### config.mk
export PLATFORM = sky130hd
export DESIGN_NAME = vfat_sbit_tx_flat
export DESIGN_NICKNAME = d
export VERILOG_FILES = /design/src/rtl/vfat_sbit_pkg.sv /design/src/rtl/vfat_sbit_tx_if.sv /design/src/rtl/sbit_skew_sr.sv /design/src/rtl/vfat_sbit_tx.sv /design/src/flat_wrapper.sv
export SDC_FILE = /design/constraint.sdc
export NUM_CORES = 1
export LEC_CHECK = 0
export BUFFER_PORTS_ARGS = -buffer_cell sky130_fd_sc_hd__buf_4
export CAP_MARGIN = 10
export CORE_MARGIN = 2
export CORE_UTILIZATION = 49
export DETAILED_ROUTE_END_ITERATION = 16
export PLACE_DENSITY = 0.82
export SKIP_CTS_REPAIR_TIMING = 1
export SLEW_MARGIN = 20
export SYNTH_ARGS = -nofsm -noshare
export SYNTH_HDL_FRONTEND = slang
export SYNTH_HIERARCHICAL = 1
export SYNTH_SLANG_ARGS = --single-unit
### constraint.sdc
create_clock -name clock -period 3.66 [get_ports clock]
set_input_delay 0.915 -clock clock [delete_from_list [all_inputs] [get_ports clock]]
set_output_delay 0.915 -clock clock [all_outputs]
set_load 0.02 [all_outputs]
### src/rtl/vfat_sbit_pkg.sv
// Shared encodings and helpers for the VFAT3 S-bit transmitter emulator.
// Mode encodings, frame geometry and a saturating counter step.
package vfat_sbit_pkg;

    typedef enum logic [1:0] {
        MODE_DATA    = 2'd0,
        MODE_FIXED   = 2'd1,
        MODE_COUNTER = 2'd2,
        MODE_IDLE    = 2'd3
    } mode_e;

    localparam int FRAME_BITS = 8;
    localparam int SKEW_W     = 3;

    function automatic logic [15:0] sat_inc(input logic [15:0] v);
        return (v == 16'hFFFF) ? v : v + 16'd1;
    endfunction

endpackage

### src/rtl/vfat_sbit_tx_if.sv
// Frame source handshake between a frame producer and the S-bit transmitter.
// The source holds frame_i while valid is high and ready is low.
interface vfat_sbit_tx_if #(
    parameter int NLANES = 8
);
    logic [NLANES*8-1:0] frame_i;
    logic                frame_valid_i;
    logic                frame_ready_o;

    modport master (
        output frame_i,
        output frame_valid_i,
        input  frame_ready_o
    );

    modport slave (
        input  frame_i,
        input  frame_valid_i,
        output frame_ready_o
    );
endinterface

### src/rtl/sbit_skew_sr.sv
// Single-bit delay line with a runtime tap; tap 0 is the first register stage.
// Shifts every clock so the line drains even when the transmitter is idle.
module sbit_skew_sr #(
    parameter int DEPTH = 8,
    parameter int SEL_W = 3
) (
    input  logic             clock,
    input  logic             reset,
    input  logic             din,
    input  logic [SEL_W-1:0] tap,
    output logic             dout
);

    logic [DEPTH-1:0] sr;

    // Shift the raw bit in; reset only clears the line.
    always_ff @(posedge clock or posedge reset) begin
        if (reset) begin
            sr <= '0;
        end else begin
            sr <= {sr[DEPTH-2:0], din};
        end
    end

    assign dout = sr[tap];

endmodule

### src/rtl/vfat_sbit_tx.sv
// VFAT3 S-bit transmitter emulator: 8-bit frames, LSB first, on NLANES lanes plus SOF.
// Each lane and SOF pass through a tapped delay line to emulate per-lane skew.
module vfat_sbit_tx
    import vfat_sbit_pkg::*;
#(
    parameter int NLANES   = 8,
    parameter int MAX_SKEW = 7
) (
    input  logic                     clock,
    input  logic                     reset,
    input  logic                     enable_i,
    input  logic [1:0]               mode_i,
    input  logic [7:0]               pattern_i,
    vfat_sbit_tx_if.slave            src,
    input  logic [NLANES*SKEW_W-1:0] lane_skew_i,
    input  logic [SKEW_W-1:0]        sof_skew_i,
    output logic [NLANES-1:0]        sbits_o,
    output logic                     sof_o,
    output logic [15:0]              frame_cnt_o,
    output logic [15:0]              underflow_cnt_o
);

    logic [2:0]                   bit_cnt;
    logic                         active;
    logic                         boundary;
    logic                         is_data;
    logic [NLANES*FRAME_BITS-1:0] frame_reg;
    logic [NLANES*FRAME_BITS-1:0] frame_nxt;
    logic [NLANES-1:0]            raw;
    logic                         sof_raw;

    assign boundary = enable_i && (bit_cnt == 3'd7);
    assign is_data  = (mode_i == MODE_DATA);

    assign src.frame_ready_o = boundary && is_data;

    // Select the frame loaded at the next boundary from the current mode.
    always_comb begin
        frame_nxt = '0;
        unique case (mode_e'(mode_i))
            MODE_DATA: begin
                if (src.frame_valid_i) begin
                    frame_nxt = src.frame_i;
                end
            end
            MODE_FIXED:   frame_nxt = {NLANES{pattern_i}};
            MODE_COUNTER: frame_nxt = {NLANES{frame_cnt_o[7:0]}};
            MODE_IDLE:    frame_nxt = '0;
        endcase
    end

    // Bit counter, frame register and frame/underflow counters.
    // 'active' blocks stale bits of an abandoned frame after re-enable.
    always_ff @(posedge clock or posedge reset) begin
        if (reset) begin
            bit_cnt         <= 3'd7;
            active          <= 1'b0;
            frame_reg       <= '0;
            frame_cnt_o     <= '0;
            underflow_cnt_o <= '0;
        end else if (!enable_i) begin
            bit_cnt <= 3'd7;
            active  <= 1'b0;
        end else begin
            bit_cnt <= bit_cnt + 3'd1;
            if (boundary) begin
                frame_reg   <= frame_nxt;
                active      <= 1'b1;
                frame_cnt_o <= frame_cnt_o + 16'd1;
                if (is_data && !src.frame_valid_i) begin
                    underflow_cnt_o <= sat_inc(underflow_cnt_o);
                end
            end
        end
    end

    assign sof_raw = active && enable_i && (bit_cnt == 3'd0);

    for (genvar i = 0; i < NLANES; i++) begin : g_lane
        logic [FRAME_BITS-1:0] lane_byte;

        assign lane_byte = frame_reg[i*FRAME_BITS +: FRAME_BITS];
        assign raw[i]    = active && enable_i && lane_byte[bit_cnt];

        sbit_skew_sr #(
            .DEPTH (MAX_SKEW + 1),
            .SEL_W (SKEW_W)
        ) u_sr (
            .clock (clock),
            .reset (reset),
            .din   (raw[i]),
            .tap   (lane_skew_i[i*SKEW_W +: SKEW_W]),
            .dout  (sbits_o[i])
        );
    end

    sbit_skew_sr #(
        .DEPTH (MAX_SKEW + 1),
        .SEL_W (SKEW_W)
    ) u_sof_sr (
        .clock (clock),
        .reset (reset),
        .din   (sof_raw),
        .tap   (sof_skew_i),
        .dout  (sof_o)
    );

endmodule

### src/flat_wrapper.sv
// flat-port wrapper written by rule: the top's interface ports become plain ports
module vfat_sbit_tx_flat import vfat_sbit_pkg::*;
#(
    parameter int NLANES   = 8,
    parameter int MAX_SKEW = 7
)
  (clock, reset, enable_i, mode_i, pattern_i, lane_skew_i, sof_skew_i, sbits_o, sof_o, frame_cnt_o, underflow_cnt_o, src_frame_i, src_frame_valid_i, src_frame_ready_o);
  vfat_sbit_tx_if #(.NLANES(NLANES)) src_i ();
  input  logic clock;
  input  logic reset;
  input  logic enable_i;
  input  logic [1:0] mode_i;
  input  logic [7:0] pattern_i;
  input  logic [NLANES*SKEW_W-1:0] lane_skew_i;
  input  logic [SKEW_W-1:0] sof_skew_i;
  output logic [NLANES-1:0] sbits_o;
  output logic sof_o;
  output logic [15:0] frame_cnt_o;
  output logic [15:0] underflow_cnt_o;
  input wire logic [$bits(src_i.frame_i)-1:0] src_frame_i;
  input wire logic [$bits(src_i.frame_valid_i)-1:0] src_frame_valid_i;
  output wire logic [$bits(src_i.frame_ready_o)-1:0] src_frame_ready_o;
  assign src_i.frame_i = src_frame_i;
  assign src_i.frame_valid_i = src_frame_valid_i;
  assign src_frame_ready_o = src_i.frame_ready_o;
  vfat_sbit_tx #(.NLANES(NLANES), .MAX_SKEW(MAX_SKEW)) u_core (.clock(clock), .reset(reset), .enable_i(enable_i), .mode_i(mode_i), .pattern_i(pattern_i), .src(src_i), .lane_skew_i(lane_skew_i), .sof_skew_i(sof_skew_i), .sbits_o(sbits_o), .sof_o(sof_o), .frame_cnt_o(frame_cnt_o), .underflow_cnt_o(underflow_cnt_o));
endmodule
==> results of run 1 <==
==> cell usage after synthesis, drive strengths merged <==
master | count | area [sq um]
o311ai | 1 | 8.76
nor2 | 143 | 537
and3 | 2 | 12.5
a21oi | 68 | 340
dfrtp | 169 | 4230
and4 | 2 | 20.0
or4 | 2 | 18.8
buf | 5 | 28.8
dfstp | 3 | 78.8
nor2b | 2 | 12.5
a221o | 8 | 80.1
nor4 | 2 | 18.8
clkbuf | 19 | 71.3
nor3 | 7 | 35.0
and2 | 3 | 18.8
nand4 | 12 | 90.1
nand2 | 18 | 67.6
nand2b | 4 | 25.0
xnor2 | 15 | 131
inv | 14 | 52.6
a31oi | 2 | 12.5
nand3 | 9 | 45.0
nor3b | 2 | 15.0
o21a | 2 | 15.0
mux4 | 34 | 833
ha | 5 | 62.6
xor2 | 9 | 78.8
mux2 | 12 | 139
o21ai | 2 | 10.0
mux2i | 8 | 80.1
==> report_power, final <==
group          internal, mW  switching, mW  total (mW)
registers              2.28          0.255        2.53
clock network          1.01          0.689        1.69
logic                 0.514          0.487        1.00
total                  3.80           1.43        5.23
==> worst min path at each step <==
stage | start | to | depth (start not counted)
floorplan | u_core/g_lane[0].u_sr/sr[1] | u_core/g_lane[0].u_sr/sr[2] | 0
global placement | u_core/g_lane[0].u_sr/sr[3] | u_core/g_lane[0].u_sr/sr[4] | 0
detailed placement | u_core/g_lane[6].u_sr/sr[2] | u_core/g_lane[6].u_sr/sr[3] | 0
CTS | u_core/g_lane[5].u_sr/sr[6] | u_core/g_lane[5].u_sr/sr[7] | 0
global route | u_core/g_lane[6].u_sr/sr[3] | u_core/g_lane[6].u_sr/sr[4] | 0
finish | u_core/g_lane[5].u_sr/sr[6] | u_core/g_lane[5].u_sr/sr[7] | 0
==> worst max-delay path, stage by stage, from the launching register on <==
cell and delay (ns):
sky130_fd_sc_hd__dfstp_2 0.74, sky130_fd_sc_hd__ha_1 0.24, sky130_fd_sc_hd__nand2_1 0.31, sky130_fd_sc_hd__nor3_1 0.27, sky130_fd_sc_hd__buf_4 0.18
==> routing by layer <==
layer | routed length (um) | track usage
met4 | 230 | 0.0588
met5 | 0 | 0
met1 | 7010 | 0.295
met3 | 1100 | 0.0668
met2 | 8390 | 0.373
==> area by class of cell <==
type                       count  share of cell area
sequential                   172               0.478
multi-input combinational    374               0.301
timing repair buffer         152               0.127
clock buffer                  26              0.0554
tap                          184              0.0256
clock inverter                 6             0.00667
inverter                      14             0.00611
==> per-stage QoR <==
step                std cells  power [mW]   util
finish                    928        5.23  0.624
CTS                       928        5.27  0.624
detailed placement        896        3.57  0.586
floorplan                 584        3.16      -
global placement          896        3.49  0.586
global route              928        5.51  0.624
==> logic make-up (layout without fill, tap and decap cells) <==
logic type / after synthesis / after routing / share of synthesized area
xor gates and xnor gates: 24 / 24 / 0.0293
muxes: 54 / 54 / 0.147
and+or+nand+nor: 208 / 208 / 0.128
DFF: 172 / 172 / 0.601
AOI/OAI and AO/OA: 83 / 83 / 0.0651
buffers and inverters: 38 / 198 / 0.0213
adders and majority gates: 5 / 5 / 0.00873
==> impl_metrics.py, run 1 <==
metrics = {
    "worst_setup_path": {
        "crit_end": "src_frame_ready_o",
        "worst-r2r-cell-count": 6,
        "timing.critical_path.to_type": "output port",
        "ff2ff_setup_slack_ns": 0.96,
        "regToRegEndpoint": "u_core/underflow_cnt_o[14]",
        "crit_path_max_fanout": 14,
        "reg2reg_from": "u_core/bit_cnt[2]",
        "data_arrival_time_of_the_critical_path_ns": 2.16,
        "criticalPathCategory": "reg -> out",
        "start_kind": "flip-flop",
        "worst_setup_path_startpoint": "u_core/bit_cnt[2]",
        "data_required_time_at_the_worst_endpoint_ns": 2.74,
    },
    "finish": {
        "multiInputGateArea_sq_um": 2710,
        "fin_nets": 841,
        "finalInstanceArea_sq_um": 9010,
        "commonest_non_fill_non_tap_cell_in_the_layout": "sky130_fd_sc_hd__dfrtp_1",
        "antennaDiodeCount": 0,
        "layout-drive-gt1-share": 0.292,
        "register_area_sq_um": 4310,
        "area_growth_syn_to_layout_pct": 25.7,
        "most_used_cells_in_the_layout_excluding_fill_and_tap_cells": "sky130_fd_sc_hd__dfrtp_1, sky130_fd_sc_hd__buf_4, sky130_fd_sc_hd__nor2_1",
        "layout.filler_cells": 1123,
    },
    "clocking": {
        "ctsHtreeMaxLevel": 4,
        "clkSlewWorstSetupHoldPaths_ns": 0.06,
        "worstSkewPairLatency_ns": 0.42,
        "cts_sinks": 172,
        "cts_made_buffers": 17,
        "clk_path_buf_depth": 2,
        "cts.root.buffer_cell": "sky130_fd_sc_hd__clkbuf_16",
        "cts_tree": "built",
    },
    "grt": {
        "grt_start_max_net_pins": 75,
        "grt_pass1_wl_um": 27500,
        "antenna_violations_before_repair": 0,
        "vias_in_the_first_global_route": 5385,
        "grt.total_usage": 0.225,
        "global_route.overflow_total": 0,
    },
    "timing": {
        "relSlewSlack": 0.383,
        "worst-slew-pin-transition_ns": 0.926,
        "whs_ns": 0.365,
        "slew_viol_final": 0,
        "clock_skew_ns": 0.00495,
        "hold_viol_final": 0,
        "accumulated_negative_setup_slack_ns": 0,
        "setup_viol": 0,
        "post-route-period-util": 0.841,
        "final.setup.worst_slack_ns": 0.582,
        "grt_setup_unrepaired": "false",
        "f_max_ghz": 0.325,
        "final_period_minus_worst_setup_slack_ns": 3.08,
    },
    "floorplanning": {
        "die-height_um": 125,
        "design.die.area_sq_um": 15600,
        "num_rows": 44,
        "floorplan.initialDensity": 0.497,
        "top_level_ports": 147,
        "dieWidth_um": 125,
        "core-area_sq_um": 14400,
    },
    "placed_design": {
        "place_ws_ns": 0.749,
        "io_buffer_count": 146,
        "detailed_place_hpwl_um": 11700,
        "routabilityCongestion": 0.846,
        "placed_cell_area_sq_um": 8450,
    },
    "detailed_routing": {
        "drt-pass1-iter-count": 4,
        "remaining_drc_errors": 0,
        "vias_per_cell": 5.46,
        "route.final.wire_length_um": 16700,
        "num_vias": 5063,
        "drtIter0Drc": 245,
        "ant_nets": 0,
        "routedWlPerCell_um": 18.0,
    },
    "worst_hold_path": {
        "hold_path.class": "reg -> reg",
    },
    "yosys": {
        "yosys_warnings": 6,
        "syn_avg_cell_area_sq_um": 12.3,
        "synth.lib_cells_used.distinct": 38,
        "synth-seq-area-share": 0.601,
        "synth_cells": 584,
        "synth.cell_area_sq_um": 7170,
        "postSynthRegisterBits": 172,
        "synth_nets": 694,
    },
    "run": {
        "max_cap_violations": 0,
    },
    "power_and_ir_drop": {
        "p_per_area_nw_per_um2": 580,
        "power.static_leakage_nw": 4.44,
        "vdd.ir_drop.worst_v": 0.000340,
    },
    "status": {
        "run_status": "finished, final reports clean",
    },
}
No activity file was read; power rests on OpenSTA's default activity.
==> run 2: changes to the inputs <==
--- a/config.mk
+++ b/config.mk
@@ -8,9 +8,9 @@
 export BUFFER_PORTS_ARGS = -buffer_cell sky130_fd_sc_hd__buf_4
 export CAP_MARGIN = 10
 export CORE_MARGIN = 2
-export CORE_UTILIZATION = 49
+export CORE_UTILIZATION = 55
 export DETAILED_ROUTE_END_ITERATION = 16
-export PLACE_DENSITY = 0.82
+export PLACE_DENSITY = 0.87
 export SKIP_CTS_REPAIR_TIMING = 1
 export SLEW_MARGIN = 20
 export SYNTH_ARGS = -nofsm -noshare
==> constraint.sdc (replaced) <==
create_clock -name clock -period 3 [get_ports clock]
set_input_delay 0.75 -clock clock [delete_from_list [all_inputs] [get_ports clock]]
set_output_delay 0.75 -clock clock [all_outputs]
set_load 0.02 [all_outputs]
==> run 2 against run 1 <==
Compared with the run above:
- via count increased by 3.0%
- first-iteration DRC count increased by 75%
- critical path type unchanged
- cell area increased by 0.21%
- critical endpoint unchanged
==> impl_metrics.py, run 2 (synthesized netlist as in run 1, its figures left out) <==
metrics = {
    "status": {
        "run_status": "finished, final reports clean",
    },
    "detailed_routing": {
        "drt-pass1-iter-count": 6,
        "num_vias": 5217,
        "remaining_drc_errors": 0,
        "ant_nets": 0,
        "route.final.wire_length_um": 17100,
        "drtIter0Drc": 429,
        "routedWlPerCell_um": 18.7,
        "vias_per_cell": 5.70,
    },
    "worst_setup_path": {
        "criticalPathCategory": "reg -> out",
        "data_arrival_time_of_the_critical_path_ns": 1.99,
        "start_kind": "flip-flop",
        "crit_path_max_fanout": 10,
        "reg2reg_from": "u_core/bit_cnt[2]",
        "timing.critical_path.to_type": "output port",
        "ff2ff_setup_slack_ns": 0.41,
        "worst-r2r-cell-count": 6,
        "regToRegEndpoint": "u_core/underflow_cnt_o[14]",
        "data_required_time_at_the_worst_endpoint_ns": 2.25,
    },
    "timing": {
        "grt_setup_unrepaired": "false",
        "setup_viol": 0,
        "worst-slew-pin-transition_ns": 0.648,
        "post-route-period-util": 0.913,
        "slew_viol_final": 0,
        "accumulated_negative_setup_slack_ns": 0,
        "clock_skew_ns": 0.00520,
        "f_max_ghz": 0.365,
        "relSlewSlack": 0.568,
        "final_period_minus_worst_setup_slack_ns": 2.74,
        "hold_viol_final": 0,
    },
    "power_and_ir_drop": {
        "p_per_area_nw_per_um2": 711,
        "vdd.ir_drop.worst_v": 0.000463,
        "power.static_leakage_nw": 4.44,
    },
    "clocking": {
        "worstSkewPairLatency_ns": 0.43,
        "ctsHtreeMaxLevel": 4,
        "clk_path_buf_depth": 2,
        "cts.root.buffer_cell": "sky130_fd_sc_hd__clkbuf_16",
        "clkSlewWorstSetupHoldPaths_ns": 0.06,
        "cts_tree": "built",
        "cts_made_buffers": 17,
        "cts_sinks": 172,
    },
    "placed_design": {
        "placed_cell_area_sq_um": 8470,
        "io_buffer_count": 146,
        "placedCellCount": 885,
        "detailed_place_hpwl_um": 11700,
        "routabilityCongestion": 0.863,
    },
    "floorplanning": {
        "design.die.area_sq_um": 14000,
        "die-height_um": 118,
        "dieWidth_um": 118,
        "core-area_sq_um": 12700,
        "floorplan.initialDensity": 0.566,
        "num_rows": 41,
        "top_level_ports": 147,
    },
    "grt": {
        "grt_start_max_net_pins": 68,
        "gr-usage-met1": 0.331,
        "grt_most_used_layer": "met2",
        "grt_pass1_wl_um": 28000,
        "global_route.overflow_total": 0,
        "vias_in_the_first_global_route": 5416,
        "grt.total_usage": 0.263,
        "met2_track_utilization_from_global_routing": 0.427,
        "global_route_met3_usage": 0.0874,
        "antenna_violations_before_repair": 0,
    },
    "finish": {
        "final_cells": 916,
        "fin_nets": 842,
        "commonest_non_fill_non_tap_cell_in_the_layout": "sky130_fd_sc_hd__dfrtp_1",
        "finalInstanceArea_sq_um": 9030,
        "layout-drive-gt1-share": 0.294,
        "area_growth_syn_to_layout_pct": 25.9,
        "antennaDiodeCount": 0,
        "most_used_cells_in_the_layout_excluding_fill_and_tap_cells": "sky130_fd_sc_hd__dfrtp_1, sky130_fd_sc_hd__buf_4, sky130_fd_sc_hd__nor2_1",
    },
    "run": {
        "max_cap_violations": 0,
    },
    "worst_hold_path": {
        "hold_path.class": "in -> async",
    },
}
-- run 2: cell types whose count changed in the layout (fill, tap and decap cells not counted) --
cell / change
sky130_fd_sc_hd__clkinvlp_4: +3
sky130_fd_sc_hd__buf_12: +2
sky130_fd_sc_hd__clkbuf_8: -4
sky130_fd_sc_hd__buf_4: -1
sky130_fd_sc_hd__clkbuf_1: -2
sky130_fd_sc_hd__inv_4: -1
sky130_fd_sc_hd__bufinv_16: +1
sky130_fd_sc_hd__clkinv_4: +2
-- run 2: metrics by stage --
stage,utilization,power (mW),setup slack [ns],hold slack [ns]
floorplan,-,3.86,0.661,0.346
global placement,0.668,4.25,0.463,0.353
detailed placement,0.668,4.36,0.382,0.354
CTS,0.712,6.46,0.248,0.325
global route,0.712,6.75,0.169,0.341
finish,0.712,6.42,0.261,0.334
-- run 2: critical path, cell delays in order (launching register included) --
cell,delay (ns)
sky130_fd_sc_hd__dfstp_2,0.75
sky130_fd_sc_hd__ha_1,0.26
sky130_fd_sc_hd__nand2_1,0.17
sky130_fd_sc_hd__nor3_1,0.20
sky130_fd_sc_hd__buf_4,0.18
-- run 2: area by class of cell --
class	instances	area (sq um)
Fill cell	887	3640
Sequential cell	172	4310
Clock buffer	20	437
Inverter	14	56.3
Tap cell	172	215
Clock inverter	11	123
Timing Repair Buffer	153	1170
Multi-Input combinational cell	374	2710
-- run 2: layer usage --
metal / vias up / routed length (um)
met1: 2607 / 6800
li1: 2344 / -
met3: 28 / 1400
met4: 0 / 329
met5: - / 0
met2: 238 / 8570
-- run 2: worst max path at each step --
| stage | endpoint | from | slack, ns |
|---|---|---|---|
| finish | src_frame_ready_o | u_core/bit_cnt[2] | 0.26 |
| global route | src_frame_ready_o | u_core/bit_cnt[2] | 0.17 |
| CTS | src_frame_ready_o | u_core/bit_cnt[2] | 0.25 |
| detailed placement | sbits_o[2] | lane_skew_i[6] | 0.38 |
| global placement | sbits_o[0] | lane_skew_i[0] | 0.46 |
| floorplan | src_frame_ready_o | u_core/bit_cnt[0] | 0.66 |
-- run 2: power by group --
part           total (mW)  leakage, nW  switching, mW  internal [mW]
combinational        1.23         1.98          0.599          0.633
clock                2.09        0.262          0.877           1.22
sequential           3.09         2.21          0.315           2.78
total                6.42         4.44           1.79           4.63
==> run 3: changes to the inputs <==
--- a/config.mk
+++ b/config.mk
@@ -15,5 +15,4 @@
 export SLEW_MARGIN = 20
 export SYNTH_ARGS = -nofsm -noshare
 export SYNTH_HDL_FRONTEND = slang
-export SYNTH_HIERARCHICAL = 1
 export SYNTH_SLANG_ARGS = --single-unit
==> run 3 against run 2 <==
Compared with the run above:
- cell count is 1.7% lower
- clock power is 7% higher
- sequential power is 1% higher
- synthesized area is 0.82% lower
- core utilization is 0.19 points lower
- routed wire length is 0.56% lower
- clock skew is 0.0013 ns higher
- critical path depth stayed put
- critical path type unchanged
==> impl_metrics.py, run 3 <==
metrics = {
    "status": {
        "run_status": "finished, final reports clean",
    },
    "worst_setup_path": {
        "data_arrival_time_of_the_critical_path_ns": 2.00,
        "worstPathCellList": "ha_1 > nand2_2 > nor3_1 > buf_4",
        "reg2reg_from": "u_core.bit_cnt[2]",
        "slowest_delay_ns": 0.76,
        "criticalPathCategory": "reg -> out",
        "crit_path_max_fanout": 14,
        "start_kind": "flip-flop",
        "worst-r2r-cell-count": 5,
        "timing.critical_path.to_type": "output port",
        "worst_setup_path_startpoint": "u_core.bit_cnt[2]",
        "slowest_stage": "sky130_fd_sc_hd__dfstp_2",
        "data_required_time_at_the_worst_endpoint_ns": 2.25,
    },
    "timing": {
        "f_max_ghz": 0.363,
        "final.setup.worst_slack_ns": 0.249,
        "relSlewSlack": 0.511,
        "hold_viol_final": 0,
        "slew_viol_final": 0,
        "clock_skew_ns": 0.00652,
        "setup_viol": 0,
        "worst-slew-pin-transition_ns": 0.733,
        "final_period_minus_worst_setup_slack_ns": 2.75,
        "post-route-period-util": 0.917,
        "accumulated_negative_setup_slack_ns": 0,
        "grt_setup_unrepaired": "false",
    },
    "clocking": {
        "cts.root.buffer_cell": "sky130_fd_sc_hd__clkbuf_16",
        "cts_made_buffers": 17,
        "cts_tree": "built",
        "cts_sinks": 172,
        "clkSlewWorstSetupHoldPaths_ns": 0.06,
        "worstSkewPairLatency_ns": 0.42,
        "clk_path_buf_depth": 2,
        "ctsHtreeMaxLevel": 4,
    },
    "worst_hold_path": {
        "timing.hold.worst.start": "u_core.g_lane[5].u_sr.sr[2]",
        "hold_path.class": "reg -> reg",
        "min_delay_path_depth": 0,
    },
    "finish": {
        "commonest_non_fill_non_tap_cell_in_the_layout": "sky130_fd_sc_hd__dfrtp_1",
        "antennaDiodeCount": 0,
        "register_area_sq_um": 4310,
        "layout.filler_cells": 872,
        "final_cells": 900,
        "multiInputGateArea_sq_um": 2640,
        "fin_nets": 825,
        "layout-drive-gt1-share": 0.332,
        "most_used_cells_in_the_layout_excluding_fill_and_tap_cells": "sky130_fd_sc_hd__dfrtp_1, sky130_fd_sc_hd__buf_4, sky130_fd_sc_hd__nor2_1",
        "area_growth_syn_to_layout_pct": 26.1,
    },
    "detailed_routing": {
        "vias_per_cell": 5.65,
        "remaining_drc_errors": 0,
        "route.final.wire_length_um": 17000,
        "ant_nets": 0,
        "num_vias": 5088,
        "routedWlPerCell_um": 18.9,
        "drt-pass1-iter-count": 5,
        "drtIter0Drc": 412,
    },
    "power_and_ir_drop": {
        "power.combinational.fraction": 0.189,
        "power.switching_mw": 1.84,
        "power.static_leakage_nw": 4.31,
        "internal_power_mw": 4.78,
        "fraction_of_power_consumed_by_sequential_logic": 0.473,
        "vdd.ir_drop.worst_v": 0.000454,
        "power.clock.fraction": 0.339,
        "switching_fraction": 0.277,
        "p_per_area_nw_per_um2": 738,
    },
    "yosys": {
        "yosys_warnings": 0,
        "synth_enable_flop_cells": 0,
        "synth.cell_area_sq_um": 7110,
        "synth_top_cell_area_share": 0.595,
        "ys_top_cells_by_count": "sky130_fd_sc_hd__dfrtp_1, sky130_fd_sc_hd__nor2_1, sky130_fd_sc_hd__a21oi_1",
        "synth.lib_cells_used.distinct": 34,
        "postSynthRegisterBits": 172,
        "synth-seq-area-share": 0.606,
        "synth_area_leaders": "sky130_fd_sc_hd__dfrtp_1, sky130_fd_sc_hd__mux4_2, sky130_fd_sc_hd__nor2_1",
        "yosys.area.top_type": "sky130_fd_sc_hd__dfrtp_1",
        "synth_async_sr_flop_share": 1.00,
        "synth_nets": 684,
        "synth_cells": 574,
        "syn_avg_cell_area_sq_um": 12.4,
        "most_frequent_cell_after_synthesis": "sky130_fd_sc_hd__dfrtp_1",
        "post_synth_top_flop": "sky130_fd_sc_hd__dfrtp_1",
    },
    "placed_design": {
        "placedCellCount": 868,
        "io_buffer_count": 146,
        "routabilityCongestion": 0.809,
        "place_ws_ns": 0.465,
        "detailed_place_hpwl_um": 11500,
    },
    "floorplanning": {
        "floorplan.initialDensity": 0.563,
        "design.die.area_sq_um": 13900,
        "top_level_ports": 147,
        "die-height_um": 118,
        "core-area_sq_um": 12600,
        "num_rows": 41,
        "dieWidth_um": 118,
    },
    "grt": {
        "grt.total_usage": 0.259,
        "global_route.overflow_total": 0,
        "grt_start_max_net_pins": 70,
        "gr-usage-met1": 0.352,
        "grt_pass1_wl_um": 27800,
        "grt_most_used_layer": "met2",
        "met2_track_utilization_from_global_routing": 0.425,
        "antenna_violations_before_repair": 0,
        "vias_in_the_first_global_route": 5333,
        "global_route_met3_usage": 0.0475,
    },
    "run": {
        "max_cap_violations": 0,
    },
}
-- run 3: area by class of cell --
type                            instances  share of cell area
Clock buffer                           18              0.0490
Inverter                                4             0.00209
Clock inverter                         14              0.0186
Multi-Input combinational cell        366               0.294
Sequential cell                       172               0.480
Timing Repair Buffer                  154               0.132
Tap cell                              172              0.0240
-- run 3: worst paths after layout --
| path | slack, ns | to |
|---|---|---|
| hold / removal | 0.37 | u_core.g_lane[5].u_sr.sr[3] |
| hold reg to reg | 0.37 | u_core.g_lane[5].u_sr.sr[3] |
| min in group asynchronous | 0.45 | u_core.g_lane[3].u_sr.sr[0] |
| max in group asynchronous | 1.76 | u_core.g_lane[0].u_sr.sr[3] |
| setup reg to reg | 0.65 | u_core.underflow_cnt_o[1] |
| setup / recovery | 0.25 | src_frame_ready_o |
-- run 3: cell families after synthesis --
kind of cell | share of synthesized area
compound gates | 0.0591
fa+ha+maj | 0.00880
xor+xnor | 0.0357
flops | 0.606
mux | 0.135
buf+inv | 0.0239
simple gates | 0.132
-- run 3: per-layer routing --
layer	vias to the layer above	routed length, um
met5	-	0
met2	210	8690
met4	0	313
li1	2277	-
met1	2576	7060
met3	25	926
-- run 3: per-stage QoR --
step	hold WS [ns]	instance area [sq um]	power, mW	utilization
2_1_floorplan	0.349	7110	3.93	-
3_3_place_gp	0.352	8360	4.29	0.663
3_5_place_dp	0.359	8360	4.40	0.663
4_1_cts	0.373	8970	6.65	0.710
5_1_grt	0.382	8970	6.94	0.710
6_report	0.372	8970	6.62	0.710
-- run 3: power groups by stage --
stage	clock network, mW	registers, mW	logic, mW
after floorplan	0	3.10	0.827
after global placement	0	3.11	1.19
after detailed placement	0	3.15	1.25
after CTS	2.27	3.12	1.26
after global routing	2.37	3.19	1.38
final	2.24	3.13	1.25
-- run 3: worst max-delay path, delay by kind of cell, from the launching register on --
family,cells,cell delay (ns)
fa+ha+maj,1,0.26
buf+inv,1,0.17
flops,1,0.76
simple gates,2,0.39
